<file path="src/rtl/mm_matvec_stream.sv">
// Streaming NxN signed matrix-by-vector multiplier: operands are loaded over a
// valid/ready stream, multiplied on one pipelined MAC, and results streamed out.
module mm_matvec_stream #(
  parameter int N            = 3,
  parameter int NBITS        = 16,
  parameter int RESULT_WIDTH = 32,
  parameter bit SATURATE     = 1'b1
) (
  input  logic                           clk,
  input  logic                           rst,
  input  logic                           in_valid,
  output logic                           in_ready,
  input  logic signed [NBITS-1:0]        in_data,
  input  logic                           in_last,
  output logic                           out_valid,
  input  logic                           out_ready,
  output logic signed [RESULT_WIDTH-1:0] out_data,
  output logic                           out_last,
  output logic                           out_ovf,
  output logic                           busy,
  output logic                           err
);

  localparam int ACC_W = 2*NBITS + $clog2(N);
  localparam int PW    = 2*NBITS;
  localparam int NOPS  = N*N + N;
  localparam int JW    = $clog2(NOPS);
  localparam int IW    = $clog2(N);
  localparam int WW    = ((ACC_W > RESULT_WIDTH) ? ACC_W : RESULT_WIDTH) + 1;

  localparam logic [JW-1:0] LAST_BEAT = JW'(NOPS - 1);
  localparam logic [JW-1:0] B_BASE    = JW'(N*N);
  localparam logic [IW-1:0] IDX_LAST  = IW'(N - 1);

  // Range limits of the result word, held one bit wider than either operand.
  localparam logic signed [WW-1:0] RMAX = {{(WW-RESULT_WIDTH+1){1'b0}}, {(RESULT_WIDTH-1){1'b1}}};
  localparam logic signed [WW-1:0] RMIN = ~RMAX;

  typedef enum logic [1:0] {LOAD, COMPUTE, OUTPUT} state_t;

  function automatic logic ovf_chk(input logic signed [ACC_W-1:0] v);
    logic signed [WW-1:0] ve;
    ve = WW'(v);
    return (ve > RMAX) || (ve < RMIN);
  endfunction

  function automatic logic signed [RESULT_WIDTH-1:0] conv(input logic signed [ACC_W-1:0] v);
    logic signed [WW-1:0] ve;
    ve = WW'(v);
    if (SATURATE && (ve > RMAX)) return RMAX[RESULT_WIDTH-1:0];
    if (SATURATE && (ve < RMIN)) return RMIN[RESULT_WIDTH-1:0];
    return ve[RESULT_WIDTH-1:0];
  endfunction

  state_t                          state;
  logic [JW-1:0]                   lcnt;
  logic                            iss;
  logic [JW-1:0]                   mac_j;
  logic [IW-1:0]                   mac_r, mac_c;
  logic [IW-1:0]                   oidx, onxt;
  logic                            vld_p1, last_p1, fin_p2;

  logic signed [NBITS-1:0]         ops [NOPS];
  logic signed [PW-1:0]            prod_p1;
  logic [IW-1:0]                   i_p1, k_p1;
  logic signed [ACC_W-1:0]         acc_p2, acc_base, acc_sum;
  logic signed [RESULT_WIDTH-1:0]  res [N];
  logic                            res_ovf [N];

  assign onxt     = oidx + 1'b1;
  assign acc_base = (k_p1 == '0) ? ACC_W'(0) : acc_p2;
  assign acc_sum  = acc_base + ACC_W'(prod_p1);

  always_ff @(posedge clk or posedge rst) begin
    if (rst) begin
      state     <= LOAD;
      lcnt      <= '0;
      in_ready  <= 1'b1;
      out_valid <= 1'b0;
      out_data  <= '0;
      out_last  <= 1'b0;
      out_ovf   <= 1'b0;
      busy      <= 1'b0;
      err       <= 1'b0;
      iss       <= 1'b0;
      mac_j     <= '0;
      mac_r     <= '0;
      mac_c     <= '0;
      oidx      <= '0;
      vld_p1    <= 1'b0;
      last_p1   <= 1'b0;
      fin_p2    <= 1'b0;
    end else begin
      vld_p1  <= iss;
      last_p1 <= iss && (mac_r == IDX_LAST) && (mac_c == IDX_LAST);
      fin_p2  <= vld_p1 && last_p1;
      if (iss) begin
        mac_j <= mac_j + 1'b1;
        if (mac_c == IDX_LAST) begin
          mac_c <= '0;
          mac_r <= mac_r + 1'b1;
          if (mac_r == IDX_LAST) iss <= 1'b0;
        end else begin
          mac_c <= mac_c + 1'b1;
        end
      end
      case (state)
        LOAD: begin
          if (in_valid && in_ready) begin
            if (in_last != (lcnt == LAST_BEAT)) err <= 1'b1;
            if (lcnt == LAST_BEAT) begin
              lcnt     <= '0;
              state    <= COMPUTE;
              in_ready <= 1'b0;
              busy     <= 1'b1;
              iss      <= 1'b1;
              mac_j    <= '0;
              mac_r    <= '0;
              mac_c    <= '0;
            end else begin
              lcnt <= lcnt + 1'b1;
            end
          end
        end
        COMPUTE: begin
          if (fin_p2) begin
            state     <= OUTPUT;
            out_valid <= 1'b1;
            out_data  <= res[0];
            out_ovf   <= res_ovf[0];
            out_last  <= 1'b0;
            oidx      <= '0;
          end
        end
        OUTPUT: begin
          if (out_ready) begin
            if (oidx == IDX_LAST) begin
              state     <= LOAD;
              out_valid <= 1'b0;
              out_last  <= 1'b0;
              in_ready  <= 1'b1;
              busy      <= 1'b0;
            end else begin
              oidx     <= onxt;
              out_data <= res[onxt];
              out_ovf  <= res_ovf[onxt];
              out_last <= (onxt == IDX_LAST);
            end
          end
        end
        default: state <= LOAD;
      endcase
    end
  end

  always_ff @(posedge clk) begin
    if (in_valid && in_ready) ops[lcnt] <= in_data;
    // Stage 1: product of A[i][k] and B[k]
    if (iss) begin
      prod_p1 <= PW'(ops[mac_j]) * PW'(ops[B_BASE + JW'(mac_c)]);
      i_p1    <= mac_r;
      k_p1    <= mac_c;
    end
    // Stage 2: accumulate; row sum converted and stored on the last column
    if (vld_p1) begin
      acc_p2 <= acc_sum;
      if (k_p1 == IDX_LAST) begin
        res[i_p1]     <= conv(acc_sum);
        res_ovf[i_p1] <= ovf_chk(acc_sum);
      end
    end
  end

endmodule

</file>
<file path="config.mk">
export PLATFORM = sky130hd
export DESIGN_NAME = mm_matvec_stream
export DESIGN_NICKNAME = d
export VERILOG_FILES = /design/src/rtl/mm_matvec_stream.sv
export SDC_FILE = /design/constraint.sdc
export NUM_CORES = 1
export LEC_CHECK = 0
export CAP_MARGIN = 25
export CORE_MARGIN = 2
export CORE_UTILIZATION = 49
export DETAILED_ROUTE_END_ITERATION = 10
export PLACE_DENSITY = 0.7
export SYNTH_ARGS = -nofsm -noshare
export SYNTH_HDL_FRONTEND = slang
export SYNTH_SLANG_ARGS = --single-unit
</file>
<file path="constraint.sdc">
create_clock -name clk -period 8.2 [get_ports clk]
set_clock_uncertainty 0.1 [all_clocks]
set_input_delay 1.64 -clock clk [delete_from_list [all_inputs] [get_ports clk]]
set_output_delay 1.64 -clock clk [all_outputs]
set_load 0.01 [all_outputs]
</file>
-- Yosys cells after proc, flatten, opt, wreduce, memory -nomap -nowiden
Memories as Yosys holds them, arrays and structs flattened.
Cells that the tools add are included.
- add/sub/neg operators: 7
- multiply operators: 1
- div/mod/pow operators: 0
- magnitude comparators: 2
- equality and inequality tests: 15
- shift operators: 0
- muxes and demuxes: 74
- bitwise gates (word level): 0
- reduce and logical (&&, ||, !) cells: 16
- operators by type and width (cell ; number):
    32-bit two-way mux ; 9
    32-bit case mux with 2 select lines ; 1
    2-bit two-way mux ; 18
    34-bit by 32-bit adder with 34-bit output ; 1
    34-bit by 32-bit > comparator with 1-bit output (second input constant) ; 1
    34-bit by 32-bit < comparator with 1-bit output (second input constant) ; 1
    34-bit two-way mux ; 1
    1-bit two-way mux ; 33
    16-bit by 16-bit multiplier with 32-bit output ; 1
    4-bit two-way mux ; 5
    2-bit == test (second input constant) ; 6
    2-bit inequality test (second input constant) ; 6
    1-bit case mux with 2 select lines ; 5
    5-bit AND reduction ; 2
    4-bit by 1-bit adder with 4-bit output (second input constant) ; 2
    4-bit AND reduction ; 2
    2-bit by 1-bit adder with 2-bit output (second input constant) ; 3
    2-bit case mux with 3 select lines ; 1
    3-bit AND reduction ; 2
    4-bit by 2-bit adder with 4-bit output (first input constant) ; 1
    4-bit == test (second input constant) ; 1
    1-bit logical AND ; 4
    2-bit zero test ; 2
    2-bit case mux with 2 select lines ; 1
    5 further kinds ; 6
- register bits: 128
- bits in latches: 0
- memory bits (writable): 291
- ROM bits: 0
- input port bits: 21
- output and inout port bits: 38
- logic and storage cells: 139
- memories kept: 3
- memories (name ; words ; width ; rd ports ; clocked after memory_dff ; write ports ; RTL line ; text):
    ops ; 12 ; 16 ; 2 ; 0 ; 1 ; 63 ; logic signed [NBITS-1:0] ops [NOPS];
    res ; 3 ; 32 ; 2 ; 0 ; 1 ; 67 ; logic signed [RESULT_WIDTH-1:0] res [N];
    res_ovf ; 3 ; 1 ; 2 ; 0 ; 1 ; 68 ; logic res_ovf [N];

-- Depth between registers and ports, before layout
- depth in word-level cells: 14
- mapped depth: 33
- depth with buffers taken out: 28

-- Worst setup path after synthesis
No wires, ideal clock.
- kind: reg-to-reg
- start point: register mac_c[0]
- end point: register prod_p1[29], data pin
- setup time: 259 ps
- arrival: 7694 ps
- required time: 7841 ps
- slack: 147 ps
- stages on the path, launching flop included: 29
- buffers on the path: 4
- clock period less this slack: 8053 ps
- cell sequence: dfrtp_1 buf_2 inv_1 clkbuf_1 ha_1 clkbuf_1 mux2_2 o21ai_0 clkbuf_1 nor2_1 fa_1 inv_1 fa_1 fa_1 fa_1 inv_1 fa_1 inv_1 fa_1 inv_1 ha_1 and3_1 nand3_1 or3b_1 a31oi_1 o2111ai_1 a21oi_1 nor4b_1 a211o_1
- word-level cells in the longest chain between the ends: 3
- RTL lines (item ; RTL line ; text):
    from (decl) ; 59 ; logic [IW-1:0] mac_r, mac_c;
    from (signal assigned) ; 104 ; mac_c <= mac_c + 1'b1;
    4-bit by 2-bit adder with 4-bit output ; 160 ; prod_p1 <= PW'(ops[mac_j]) * PW'(ops[B_BASE + JW'(mac_c)]);
    memory 12 x 16 bit ; n/a ;
    16-bit by 16-bit multiplier with 32-bit output ; 160 ;
    to (signal assigned) ; 160 ;
    to (decl) ; 64 ; logic signed [PW-1:0] prod_p1;
Every way passes these cells.
A chain may end at the register's enable or synchronous reset.

-- Worst setup path after layout
- start point: register mac_j[0]
- end point: register prod_p1[29], data pin
- word-level cells in the longest chain between the ends: 2
- RTL lines (item ; RTL line ; text):
    from (decl) ; 58 ; logic [JW-1:0] mac_j;
    from (signal assigned) ; 98 ; mac_j <= mac_j + 1'b1;
    memory 12 x 16 bit ; n/a ;
    16-bit by 16-bit multiplier with 32-bit output ; 160 ;
Every way passes these cells.

==> impl_metrics.ini <==
[logic_synthesis]
synth_largest_area_cell = edfxtp_1
synth_cell_types = 76
synth_top_family_by_area = adder cells
yosys_warnings = 0
synth_nets = 2835
synth_top_area_share_pct = 38.2
synth_cells = 2425
synth_area_leaders = edfxtp_1, fa_1, ha_1
synth_compound_area_share_pct = 8.52
synthMuxAreaShare_pct = 6.01
yosys_register_bits = 419
synth-simple-area-share_pct = 9.83
ys.flop_type = edfxtp_1
synth-async-reset-ratio_pct = 13.8
synth_edf_count = 361
netlist_area_um2 = 28300
syn_avg_cell_area_um2 = 11.7
ys_seq_area_share_pct = 43.4
synth_fa_ha_area_share_pct = 24.1
synth-xor-area-share_pct = 1.89

[route]
vias_per_cell = 5.47
via_count = 17998
routed_wl_mm = 61.7
drt_iter0_markers = 1216
remaining_drc_errors = 0
drt_pass1_iterations = 6
wl_per_cell_um = 18.7
detail-route-antenna-nets = 0

[finish]
post-route-util_pct = 55.0
nets = 2903
multi_input_area_um2 = 14300
diodes = 0
final_common_cell = edfxtp_1
seqCellArea_um2 = 12300
fillers = 4808
drive_gt1_share_pct = 9.49
layout_common_cells = edfxtp_1, inv_1, fa_1
syn_to_final_growth_pct = 11.5

[global_route]
antenna_found_initial = 0
grt_pass1_wl_mm = 101
grtUsageTotal_pct = 21.3
grt_max_degree = 69
grt_pass1_vias = 19141
grt_overflow_total = 0

[placement]
place.gp.congestion = 0.874
dp_hpwl_mm = 44.3
port_buffers = 58

[worst_setup_path]
crit_type = reg2reg
crit_path_end_kind = flip-flop
crit_arrival_ns = 8.12
worstPathRequired_ns = 8.43
start_kind = flip-flop
path_max_fanout = 15

[worst_hold_path]
hold_class = reg2reg

[cts]
cts-root-buf = clkbuf_16
cts.sinks = 419
clk_path_buf_depth = 3
ctsHoldBuffers = 0
cts_tree = done
cts-buffers-inserted = 43
htreeDepth = 2
worstSkewPairLatency_ns = 0.58
clk_pin_slew_ns = 0.06

[power_and_ir_drop]
ir_worst_vdd_mv = 0.146
p_leak_nw = 13.2
p_total_mw = 4.30
pwr_density_cell_nw_per_um2 = 136

[floorplan]
coreArea_um2 = 57500
dieArea_um2 = 59800
rows = 88
start_util_pct = 49.3
die_w_um = 245
die_h_um = 245
ios = 59

[timing]
tightestPinTransition_ns = 1.09
fin_setup_tns_ns = 0
fin_crit_ns = 7.89
slew_viol_final = 0
finalHoldViolCount = 0
finalSetupViolCount = 0
slew_headroom_pct = 27.3
max_freq_ghz = 0.127
finalCritPeriodShare_pct = 96.2

[job]
drv_cap = 0

[run_status]
status = complete, no violations
[registers in the layout (all words and copies together), names as in the netlist, 2 cells and up]
signal    count
acc_p2       34
i_p1          2
k_p1          2
lcnt          4
mac_c         2
mac_j         4
mac_r         2
oidx          2
ops         192
out_data     32
prod_p1      32
res          96
res_ovf       3
state         2
[worst paths after layout]
kind / from / endpoint / slack (ns) / depth (start not counted)
max reg2reg: mac_j[0]$_DFF_PP0_ / prod_p1[29]$_DFFE_PP_ / 0.31 / 24
min reg2reg: last_p1$_DFF_PP0_ / fin_p2$_DFF_PP0_ / 0.35 / 1
max in group asynchronous: rst / mac_j[0]$_DFF_PP0_ / 5.96 / 3
min: last_p1$_DFF_PP0_ / fin_p2$_DFF_PP0_ / 0.35 / 1
max: mac_j[0]$_DFF_PP0_ / prod_p1[29]$_DFFE_PP_ / 0.31 / 24
min in group asynchronous: rst / err$_DFFE_PP0P_ / 1.50 / 3
[routing by layer]
layer / global-route usage [%] / vias to the layer above / wire length, um
met5: 0 / - / 0
met4: 5.83 / 0 / 1380
met3: 2.75 / 101 / 3040
met2: 37.3 / 485 / 30800
met1: 28.0 / 9112 / 26400
li1: - / 8300 / -
[what timing repair did]
item / in CTS / in global routing
setup endpoints to repair: 0 / 6
buffers inserted: 0 / 3
gates resized for setup: 0 / 4
[synth_stat cells (all sizes together) (54+ instances only)]
cell    instances
mux4           54
inv           359
nor2          147
dfrtp          57
edfxtp        361
nand2         210
nor2b          83
fa            263
ha            126
clkbuf         71
o21ai         155
a21oi         136
[cells by family (layout without fill, tap and decap cells)]
kind of cell / Yosys count / in the layout
and+or+nand+nor: 588 / 588
buffers and inverters: 459 / 562
DFF: 419 / 419
AOI/OAI and AO/OA: 408 / 408
adders and majority gates: 389 / 389
muxes: 101 / 101
xor gates and xnor gates: 61 / 61
[area by class of cell]
cell class / instances / share of cell area (%)
tap: 765 / 3.03
multi-input combinational: 1547 / 45.4
timing repair buffer: 122 / 4.05
sequential: 419 / 38.9
clock buffer: 48 / 3.53
clock inverter: 32 / 0.863
inverter: 360 / 4.28
[report_power, final]
part / leakage (nW) / total [mW] / internal (mW) / switching (mW)
combinational: 8.49 / 0.0561 / 0.0254 / 0.0307
clock: 0.698 / 1.93 / 1.11 / 0.821
sequential: 3.99 / 2.31 / 2.31 / 0.00438
total: 13.2 / 4.30 / 3.45 / 0.856
[per-stage QoR]
stage | std cells | cell area, um2 | worst slack [ns] | hold slack [ns]
finish | 3293 | 31600 | 0.310 | 0.353
global route | 3293 | 31600 | -0.00412 | 0.368
CTS | 3282 | 31400 | 0.0956 | 0.357
detailed placement | 3202 | 30000 | 0.118 | 0.341
global placement | 3200 | 29900 | 0.256 | 0.333
floorplan | 2425 | 28300 | 0.147 | 0.325
[critical path: stages (launching register included)]
cell and delay [ns]:
dfrtp_2 0.49, buf_12 0.20, mux4_2 0.36, mux2i_1 0.10, o21ai_1 0.80, nand2_1 0.16, fa_1 0.52, inv_1 0.05
fa_1 0.51, inv_1 0.06, fa_1 0.53, inv_1 0.05, fa_1 0.47, fa_1 0.51, inv_1 0.06, fa_1 0.47
inv_1 0.04, ha_1 0.37, nand3_1 0.09, or3b_1 0.42, a31oi_2 0.36, o2111ai_1 0.16, a21oi_1 0.42, nor4b_1 0.12
a211o_1 0.24
Note: power is estimated with default switching activity, not from simulation.
